$ cat src/rtl/lm_sm_sequencer_pkg.sv
// Shared definitions for the LM/SM micro-op sequencer: the default opcodes
// and the state encoding.
package lm_sm_sequencer_pkg;

  localparam logic [3:0] LM_OPCODE = 4'b0110;
  localparam logic [3:0] SM_OPCODE = 4'b0111;

  typedef enum logic {
    ST_IDLE = 1'b0,
    ST_SEQ  = 1'b1
  } state_e;

endpackage

$ cat src/rtl/lm_sm_sequencer_pri_enc8.sv
// 8-bit lowest-set-bit encoder. It reports the index of the lowest set bit,
// whether any bit is set, and whether exactly one bit is set.
module pri_enc8 (
  input  logic [7:0] in_bits,
  output logic [2:0] idx,
  output logic       valid,
  output logic       one_hot
);

  // Scan from the MSB down so that the lowest set bit is the last one written.
  always_comb begin
    // NOTE: every output gets a default first, so no path leaves one unassigned and no latch is inferred.
    idx     = 3'd0;
    valid   = |in_bits;
    one_hot = valid && ((in_bits & (in_bits - 8'd1)) == 8'd0);
    for (int i = 7; i >= 0; i--) begin
      if (in_bits[i]) idx = 3'(i);
    end
  end

endmodule

$ cat src/rtl/lm_sm_sequencer.sv
// Load/store-multiple sequencer. It captures an LM/SM instruction in decode
// and expands its register mask into one micro-op per set bit, lowest
// register first, while stalling fetch.
module lm_sm_sequencer
  import lm_sm_sequencer_pkg::*;
#(
  parameter logic [3:0] OP_LM = LM_OPCODE,
  parameter logic [3:0] OP_SM = SM_OPCODE
) (
  input  logic        clk,
  input  logic        rst,
  input  logic        instr_valid,
  input  logic [15:0] instr,
  input  logic        flush,
  input  logic        uop_ready,
  output logic        uop_valid,
  output logic        uop_is_load,
  output logic [2:0]  uop_base,
  output logic [2:0]  uop_rd,
  output logic [2:0]  uop_offset,
  output logic        uop_last,
  output logic        stall_fetch,
  output logic        busy
);

  state_e      state_q, state_d;
  logic [7:0]  mask_q;
  logic [2:0]  offset_q;
  logic [2:0]  base_q;
  logic        is_load_q;

  logic [3:0]  opcode;
  logic        is_lm, is_sm;
  logic        capture;
  logic        accept;
  logic [2:0]  enc_idx;
  logic        enc_valid;
  logic        enc_one_hot;

  assign opcode  = instr[15:12];
  assign is_lm   = (opcode == OP_LM);
  assign is_sm   = (opcode == OP_SM);
  // A zero mask or a flush in the same cycle means there is nothing to expand.
  assign capture = (state_q == ST_IDLE) && instr_valid && (is_lm || is_sm) &&
                   (instr[7:0] != 8'd0) && !flush;
  assign accept  = (state_q == ST_SEQ) && uop_ready;

  pri_enc8 u_enc (
    .in_bits (mask_q),
    .idx     (enc_idx),
    .valid   (enc_valid),
    .one_hot (enc_one_hot)
  );

  // State register; reset overrides everything, including a running sequence.
  always_ff @(posedge clk) begin
    // NOTE: sequential state uses non-blocking assignments so every register samples pre-edge values.
    if (rst) state_q <= ST_IDLE;
    else     state_q <= state_d;
  end

  // Next state: flush wins over acceptance; the last accepted micro-op ends the sequence.
  always_comb begin
    state_d = state_q;
    unique case (state_q)
      ST_IDLE: if (capture) state_d = ST_SEQ;
      ST_SEQ: begin
        if (flush)                       state_d = ST_IDLE;
        else if (accept && enc_one_hot)  state_d = ST_IDLE;
      end
      default: state_d = ST_IDLE;
    endcase
  end

  // Sequence context: latched on capture, lowest mask bit retired on each accept.
  always_ff @(posedge clk) begin
    if (rst) begin
      mask_q    <= 8'd0;
      offset_q  <= 3'd0;
      base_q    <= 3'd0;
      is_load_q <= 1'b0;
    end else if ((state_q == ST_SEQ) && flush) begin
      mask_q   <= 8'd0;
      offset_q <= 3'd0;
    end else if (capture) begin
      mask_q    <= instr[7:0];
      offset_q  <= 3'd0;
      base_q    <= instr[11:9];
      is_load_q <= is_lm;
    end else if (accept) begin
      // x & (x-1) clears exactly the lowest set bit, the one just issued.
      mask_q   <= mask_q & (mask_q - 8'd1);
      offset_q <= offset_q + 3'd1;
    end
  end

  // Outputs: micro-op fields come straight from registers so they hold while not ready.
  always_comb begin
    uop_valid   = (state_q == ST_SEQ) && enc_valid;
    uop_is_load = is_load_q;
    uop_base    = base_q;
    uop_rd      = enc_idx;
    uop_offset  = offset_q;
    uop_last    = (state_q == ST_SEQ) && enc_one_hot;
    busy        = (state_q == ST_SEQ);
    // Fetch is released in the cycle the final micro-op leaves, so the next
    // instruction lands in decode exactly as the sequencer returns to IDLE.
    if (state_q == ST_SEQ) stall_fetch = !(enc_one_hot && uop_ready);
    else                   stall_fetch = capture;
  end

endmodule

$ cat config.mk
export PLATFORM = sky130hd
export DESIGN_NAME = lm_sm_sequencer
export DESIGN_NICKNAME = d
export VERILOG_FILES = /design/src/rtl/lm_sm_sequencer_pkg.sv /design/src/rtl/lm_sm_sequencer_pri_enc8.sv /design/src/rtl/lm_sm_sequencer.sv
export SDC_FILE = /design/constraint.sdc
export NUM_CORES = 1
export LEC_CHECK = 0
export BUFFER_PORTS_ARGS = -buffer_cell sky130_fd_sc_hd__buf_4
export CORE_MARGIN = 2
export CORE_UTILIZATION = 46
export CTS_CLUSTER_SIZE = 30
export DETAILED_ROUTE_END_ITERATION = 6
export PLACE_DENSITY = 0.77
export SETUP_SLACK_MARGIN = 0.02
export SLEW_MARGIN = 20
export SYNTH_ARGS = -nofsm -noshare
export SYNTH_HDL_FRONTEND = slang
export SYNTH_HIERARCHICAL = 1
export SYNTH_SLANG_ARGS = --single-unit
$ cat constraint.sdc
create_clock -name clk -period 1.86 [get_ports clk]
set_input_delay 0.093 -clock clk [delete_from_list [all_inputs] [get_ports clk]]
set_output_delay 0.093 -clock clk [all_outputs]
set_load 0.005 [all_outputs]
==> run_results.csv, run 1 <==
group,metric,value,unit
floorplan,placement_rows,15,
clocking,worst_skew_pair_later_pin_latency,0.29,ns
detailed_routing,drt-wirelength-per-cell,13.29,um
pwr,power.switching,156.1,uW
layout,fraction_of_layout_cells_with_a_size_suffix_above_1,0.3922,
place,place.gp.congestion,0.8396,
detailed_routing,count_of_vias_placed_by_the_detailed_router,962,
run_status,violations,"setup timing",
worst_setup_path,worst_setup_path_end_kind,"output pin",
layout,area_delta_synth_final,45.29,%
detailed_routing,totalWireLength,2366,um
clocking,clk_root_buffer_cell,"sky130_fd_sc_hd__clkbuf_4",
layout,instances_no_fill,178,
detailed_routing,final_antenna_net_count,0,
pwr,swShare,0.2450,
place,dpl_cell_area,1170,sq um
place,portBuffers,33,
layout,layout.cells.most_common,"sky130_fd_sc_hd__buf_4",
pwr,power.share.combinational,0.160,
detailed_routing,first_pass_iters,7,
worst_setup_path,cp-start-kind,"flip-flop",
timing,worst-slew-pin-transition,0.4558,ns
place,placement.setup.worst_slack,0.05205,ns
timing,hold_slack,0.03841,ns
worst_setup_path,worstSetupPathType,"reg -> out",
floorplan,floorplan.initialDensity,0.4965,
global_route,grt-ovfl-total,0,
timing,finClkSkew,0.0005200,ns
worst_setup_path,cp.arrival,1.88,ns
run_status,run_status,"complete, but fails checks",
yosys,share_of_flip_flops_with_an_asynchronous_set_or_reset,0,
clocking,tritoncts,"built",
clocking,cts.sink_count,16,
pwr,power.total,637.0,uW
floorplan,floorplan.die.height,47.64,um
layout,num_antenna_cells,0,
floorplan,pin_count,35,
yosys,seq_area_frac_synth,0.3657,
yosys,synthesis.area,875.8,sq um
yosys,ys_types,33,
floorplan,core_area,1764,sq um
floorplan,die_width,47.64,um
yosys,synthesis.area_per_instance,8.110,sq um
yosys,synth-warning-count,6,
detailed_routing,post-route-drc-count,0,
detailed_routing,vias_per_cell,5.404,
global_route,antenna_violations_before_repair,0,
clocking,path_clk_slew,0.09,ns
global_route,grt_first_pass_wirelength,3498,um
worst_setup_path,timing.critical_path.required,1.77,ns
yosys,netlist.top_cell.by_area,"sky130_fd_sc_hd__dfxtp_1",
yosys,ys_dominant_reg_cell,"sky130_fd_sc_hd__dfxtp_1",
global_route,global_route.usage.total,0.2178,
timing,fmaxAchievable,506.6,MHz
layout,most-common-layout-cells,"sky130_fd_sc_hd__buf_4 (43), sky130_fd_sc_hd__nand2_1 (17), sky130_fd_sc_hd__dfxtp_1 (14)",
global_route,grt_pass1_vias,847,
global_route,layer_with_the_highest_usage_after_global_routing,"met2",
layout,finalCoreUtilization,0.7213,
pwr,p_int,481.0,uW
place,number_of_cells_in_the_design_after_placement,169,
timing,rsz0062_at_grt,"yes",
yosys,synth-edff-count,0,
pwr,power.share.clock,0.289,
timing,layout_setup_ws,-0.1138,ns
worst_setup_path,worstPathMaxFanout,3,
place,place.detailed.hpwl,1756,um
yosys,yosysTopAreaCellShare,0.3657,
global_route,groute.layer.met1.usage,0.2690,
layout,number_of_nets_in_the_finished_design,177,
timing,period_minus_slack,1.974,ns
clocking,cts_inserted_buffers,3,
timing,finalMaxSlewViolations,0,
clocking,cts_h_tree_depth,1,
global_route,globalRouteMet3Util,0.02642,
yosys,synthesis.nets,130,
yosys,synth_area_leaders,"sky130_fd_sc_hd__dfxtp_1 (37%), sky130_fd_sc_hd__a21oi_1 (8.0%), sky130_fd_sc_hd__nand2_1 (7.3%), sky130_fd_sc_hd__nand3_1 (5.1%), sky130_fd_sc_hd__nor2_1 (3.9%)",
layout,final_design_area_no_fill,1272,sq um
timing,setup-tns-final,-0.1711,ns
timing,fin_crit_sh,1.061,
detailed_routing,dr.first_iter.drc_count,42,
pwr,leakage,0.5315,nW
flow_run,max_cap_viol_count,0,
pwr,power_per_cell_area,500.6,nW/um^2
floorplan,die_area,2269,sq um
global_route,grt_start_max_net_pins,11,
global_route,grtUsageMet2,0.4027,
timing,setup_viol,3,
timing,worst_case_headroom_to_the_max_slew_limit,0.6934,
yosys,postSynthCellCount,108,
min_path,hp-class,"in -> reg",
timing,hold_violations,0,
yosys,yosys_register_bits,16,
pwr,max-vdd-ir-drop,0.5958,mV
pwr,power.sequential.fraction,0.552,
clocking,cts_max_path_buffers,2,
[cell families (layout without fill, tap and decap cells)]
| kind of cell | Yosys count | in the layout | synth area share |
|---|---|---|---|
| adders and majority gates | 2 | 2 | 0.02571 |
| and+or+nand+nor | 53 | 53 | 0.3214 |
| DFF | 16 | 16 | 0.3657 |
| xor gates and xnor gates | 3 | 3 | 0.03001 |
| AOI/OAI and AO/OA | 28 | 28 | 0.2100 |
| buffers and inverters | 6 | 51 | 0.04714 |
[power groups by stage]
stage | combinational [mW] | sequential [mW] | clock (mW)
global route | 0.110 | 0.352 | 0.198
detailed placement | 0.0905 | 0.359 | 0
CTS | 0.101 | 0.352 | 0.185
floorplan | 0.0364 | 0.359 | 0
global placement | 0.0881 | 0.359 | 0
finish | 0.102 | 0.352 | 0.184
[timing repair]
| item | in CTS | in global routing |
|---|---|---|
| setup buffers | 3 | 1 |
| resized for setup | 8 | 0 |
| hold buffers | 2 | 0 |
| endpoints found under the hold margin | 2 | 0 |
| setup endpoints to repair | 2 | 3 |
| pin swaps | 5 | 0 |
[cell usage after synthesis, drive strengths merged, types with 2 or more instances]
cell type and n:
dfxtp 16, xor2 2, nand2 17, o21ai 4
nor3 4, a21oi 14, nor2 9, a211oi 3
nor4 4, and2 2, inv 3, buf 3
nand3 9, nand2b 2
[per-layer routing]
metal / share of wire / up-vias
met2: 0.51 / 50
met4: 0.0093 / 0
met3: 0.072 / 2
met1: 0.41 / 426
li1: - / 484
met5: 0 / -
[flip-flops by register name, indices dropped and copies added (netlist names)]
register / flops
mask_q: 8
uop_base: 3
uop_offset: 3
busy: 1
uop_is_load: 1
[worst max-delay path, cell delays in order, from the launching register on]
cell and delay [ns]:
sky130_fd_sc_hd__dfxtp_2 0.34, sky130_fd_sc_hd__nor4_4 0.34, sky130_fd_sc_hd__buf_4 0.19, sky130_fd_sc_hd__inv_4 0.04
sky130_fd_sc_hd__a2111oi_4 0.17, sky130_fd_sc_hd__o22a_1 0.17, sky130_fd_sc_hd__and2_4 0.15, sky130_fd_sc_hd__a21oi_2 0.05
sky130_fd_sc_hd__buf_4 0.14
[final timing paths]
check | start | end | slack [ns] | cells past startpoint
setup / recovery | mask_q[1] | stall_fetch | -0.11 | 8
hold / removal | instr[10] | uop_base[1] | 0.04 | 3
setup reg to reg | mask_q[1] | busy | -0.02 | 8
hold reg to reg | uop_base[1] | uop_base[1] | 0.46 | 2
[final cells by class]
type	count	area [sq um]
Multi-Input combinational cell	86	539.3
Timing Repair Buffer	45	342.8
Clock buffer	3	22.52
Tap cell	25	31.28
Sequential cell	16	322.8
Fill cell	152	491.7
Inverter	3	13.76
Power figures use the tool's default switching activity.
==> run 2, diff against run 1 <==
--- a/config.mk
+++ b/config.mk
@@ -7,6 +7,8 @@
 export LEC_CHECK = 0
 export BUFFER_PORTS_ARGS = -buffer_cell sky130_fd_sc_hd__buf_4
+export CELL_PAD_IN_SITES_DETAIL_PLACEMENT = 1
+export CELL_PAD_IN_SITES_GLOBAL_PLACEMENT = 2
 export CORE_MARGIN = 2
-export CORE_UTILIZATION = 46
+export CORE_UTILIZATION = 25
 export CTS_CLUSTER_SIZE = 30
 export DETAILED_ROUTE_END_ITERATION = 6
==> constraint.sdc (replaced) <==
create_clock -name clk -period 1.86 [get_ports clk]
set_input_delay 0.372 -clock clk [delete_from_list [all_inputs] [get_ports clk]]
set_output_delay 0.372 -clock clk [all_outputs]
set_load 0.005 [all_outputs]
==> run_results.csv, run 2 (synthesized netlist as in run 1, its figures left out) <==
group,metric,value,unit
pwr,leakage,0.5428,nW
floorplan,pin_count,35,
timing,layout_setup_ws,-0.4103,ns
layout,number_of_nets_in_the_finished_design,178,
timing,period_minus_slack,2.270,ns
layout,num_antenna_cells,0,
clocking,cts_h_tree_depth,1,
floorplan,placement_rows,21,
timing,finalMaxSlewViolations,0,
floorplan,core_area,3363,sq um
floorplan,floorplan.die.height,63.19,um
clocking,cts_inserted_buffers,3,
worst_setup_path,worstPathMaxFanout,4,
place,portBuffers,33,
pwr,swShare,0.2395,
floorplan,floorplan.initialDensity,0.2604,
pwr,power.total,630.0,uW
timing,fin_crit_sh,1.221,
global_route,globalRouteMet3Util,0.02321,
layout,layout.filler_cells,438,
clocking,cts.sink_count,16,
global_route,global_route.usage.total,0.1449,
global_route,grt_first_pass_wirelength,4650,um
global_route,grt_start_max_net_pins,14,
layout,max_flop_register,"mask_q",
timing,fmaxAchievable,440.5,MHz
global_route,antenna_violations_before_repair,0,
timing,worst-slew-pin-transition,0.4407,ns
worst_setup_path,cp-start-kind,"flip-flop",
clocking,cts_max_path_buffers,2,
global_route,groute.layer.met1.usage,0.1800,
worst_setup_path,worst_setup_path_end_kind,"output pin",
floorplan,die_area,3993,sq um
pwr,p_int,479.1,uW
detailed_routing,post-route-drc-count,0,
timing,hold_violations,0,
clocking,tritoncts,"built",
detailed_routing,first_pass_iters,4,
place,place.detailed.hpwl,2187,um
pwr,power.sequential.fraction,0.557,
global_route,grt_pass1_vias,1009,
timing,finClkSkew,0.002105,ns
global_route,grt-ovfl-total,0,
detailed_routing,dr.first_iter.drc_count,16,
run_status,violations,"setup timing",
detailed_routing,totalWireLength,2683,um
pwr,power.share.clock,0.281,
place,place.gp.congestion,0.8010,
min_path,hp-class,"in -> reg",
detailed_routing,count_of_vias_placed_by_the_detailed_router,978,
place,placement.setup.worst_slack,-0.1482,ns
timing,worst_case_headroom_to_the_max_slew_limit,0.7035,
global_route,grtUsageMet2,0.2527,
detailed_routing,drt-wirelength-per-cell,13.42,um
place,dpl_cell_area,1244,sq um
clocking,path_clk_slew,0.09,ns
timing,setup_viol,3,
layout,final_design_area_no_fill,1305,sq um
worst_setup_path,cp.arrival,1.90,ns
layout,fraction_of_layout_cells_with_a_size_suffix_above_1,0.4221,
detailed_routing,final_antenna_net_count,0,
worst_setup_path,worstSetupPathType,"reg -> out",
pwr,max-vdd-ir-drop,0.2271,mV
pwr,power.share.combinational,0.162,
flow_run,max_cap_viol_count,0,
global_route,layer_with_the_highest_usage_after_global_routing,"met2",
run_status,run_status,"complete, but fails checks",
pwr,power_per_cell_area,482.7,nW/um^2
floorplan,die_width,63.19,um
layout,finalCoreUtilization,0.3880,
layout,largest_register_ffs,8,
layout,most-common-layout-cells,"sky130_fd_sc_hd__buf_4 (46), sky130_fd_sc_hd__nand2_1 (17), sky130_fd_sc_hd__a21oi_1 (14)",
timing,rsz0062_at_grt,"yes",
worst_setup_path,timing.critical_path.required,1.49,ns
timing,setup-tns-final,-0.9326,ns
layout,area_delta_synth_final,49.00,%
clocking,worst_skew_pair_later_pin_latency,0.28,ns
clocking,cts_hold_buf,0,
pwr,power.switching,150.9,uW
layout,layout.cells.most_common,"sky130_fd_sc_hd__buf_4",
clocking,clk_root_buffer_cell,"sky130_fd_sc_hd__clkbuf_4",
detailed_routing,vias_per_cell,4.890,
run 2: cell types whose count changed in the layout (fill, tap and decap cells not counted):
cell,change
sky130_fd_sc_hd__nor2_2,+1
sky130_fd_sc_hd__a211oi_2,+1
sky130_fd_sc_hd__buf_4,+3
sky130_fd_sc_hd__dfxtp_1,-2
sky130_fd_sc_hd__inv_4,-1
sky130_fd_sc_hd__a211oi_1,-1
sky130_fd_sc_hd__dfxtp_2,+2
sky130_fd_sc_hd__inv_1,+1
sky130_fd_sc_hd__a21oi_2,-1
sky130_fd_sc_hd__dlygate4sd3_1,-2
sky130_fd_sc_hd__nor2_1,-1
sky130_fd_sc_hd__a21oi_1,+1
run 2: area by class of cell:
| class | instances | area [sq um] | area share |
|---|---|---|---|
| Sequential cell | 16 | 325.3 | 0.2493 |
| Timing Repair Buffer | 46 | 345.3 | 0.2646 |
| Inverter | 3 | 11.26 | 0.008629 |
| Multi-Input combinational cell | 86 | 543.0 | 0.4161 |
| Clock buffer | 3 | 22.52 | 0.01726 |
| Tap cell | 46 | 57.56 | 0.04410 |
run 2: repair_timing:
item	4_1_cts	5_1_grt
hold endpoints to repair	0	0
resized for setup	3	4
setup endpoints to repair	6	7
buffers inserted	1	1
pin swaps	4	3
run 2: path summary, 6_finish.rpt:
path	cells past startpoint	endpoint	slack (ns)	start
worst min register to register	2	uop_base[0]	0.46	uop_base[0]
worst max register to register	8	busy	0.04	mask_q[0]
worst min-delay path	2	uop_is_load	0.26	instr[12]
worst max-delay path	7	uop_last	-0.41	mask_q[0]
run 2: critical path, stage by stage, from the launching register on:
cell                        delay [ns]
sky130_fd_sc_hd__dfxtp_2          0.34
sky130_fd_sc_hd__nor4_4           0.38
sky130_fd_sc_hd__inv_1            0.14
sky130_fd_sc_hd__a2111oi_4        0.21
sky130_fd_sc_hd__o22a_1           0.21
sky130_fd_sc_hd__and2_4           0.15
sky130_fd_sc_hd__buf_4            0.10
sky130_fd_sc_hd__buf_4            0.10
run 2: stage by stage:
step / instances / hold slack (ns)
global route: 200 / 0.2584
floorplan: 108 / 0.4411
global placement: 196 / 0.4426
finish: 200 / 0.2624
CTS: 199 / 0.2606
detailed placement: 196 / 0.4514
run 2: layer usage:
metal | vias to the layer above | part of all wire | routed length [um]
met5 | - | 0 | 0
met4 | 0 | 0.012 | 31
met3 | 4 | 0.058 | 156
met2 | 31 | 0.50 | 1341
met1 | 462 | 0.43 | 1153
li1 | 481 | - | -
run 2: power by group through the flow:
stage               combinational (mW)  clock (mW)  sequential, mW
CTS                             0.0997       0.183           0.351
floorplan                       0.0365           0           0.359
detailed placement              0.0978           0           0.359
global route                     0.112       0.206           0.352
finish                           0.102       0.177           0.351
global placement                0.0948           0           0.358
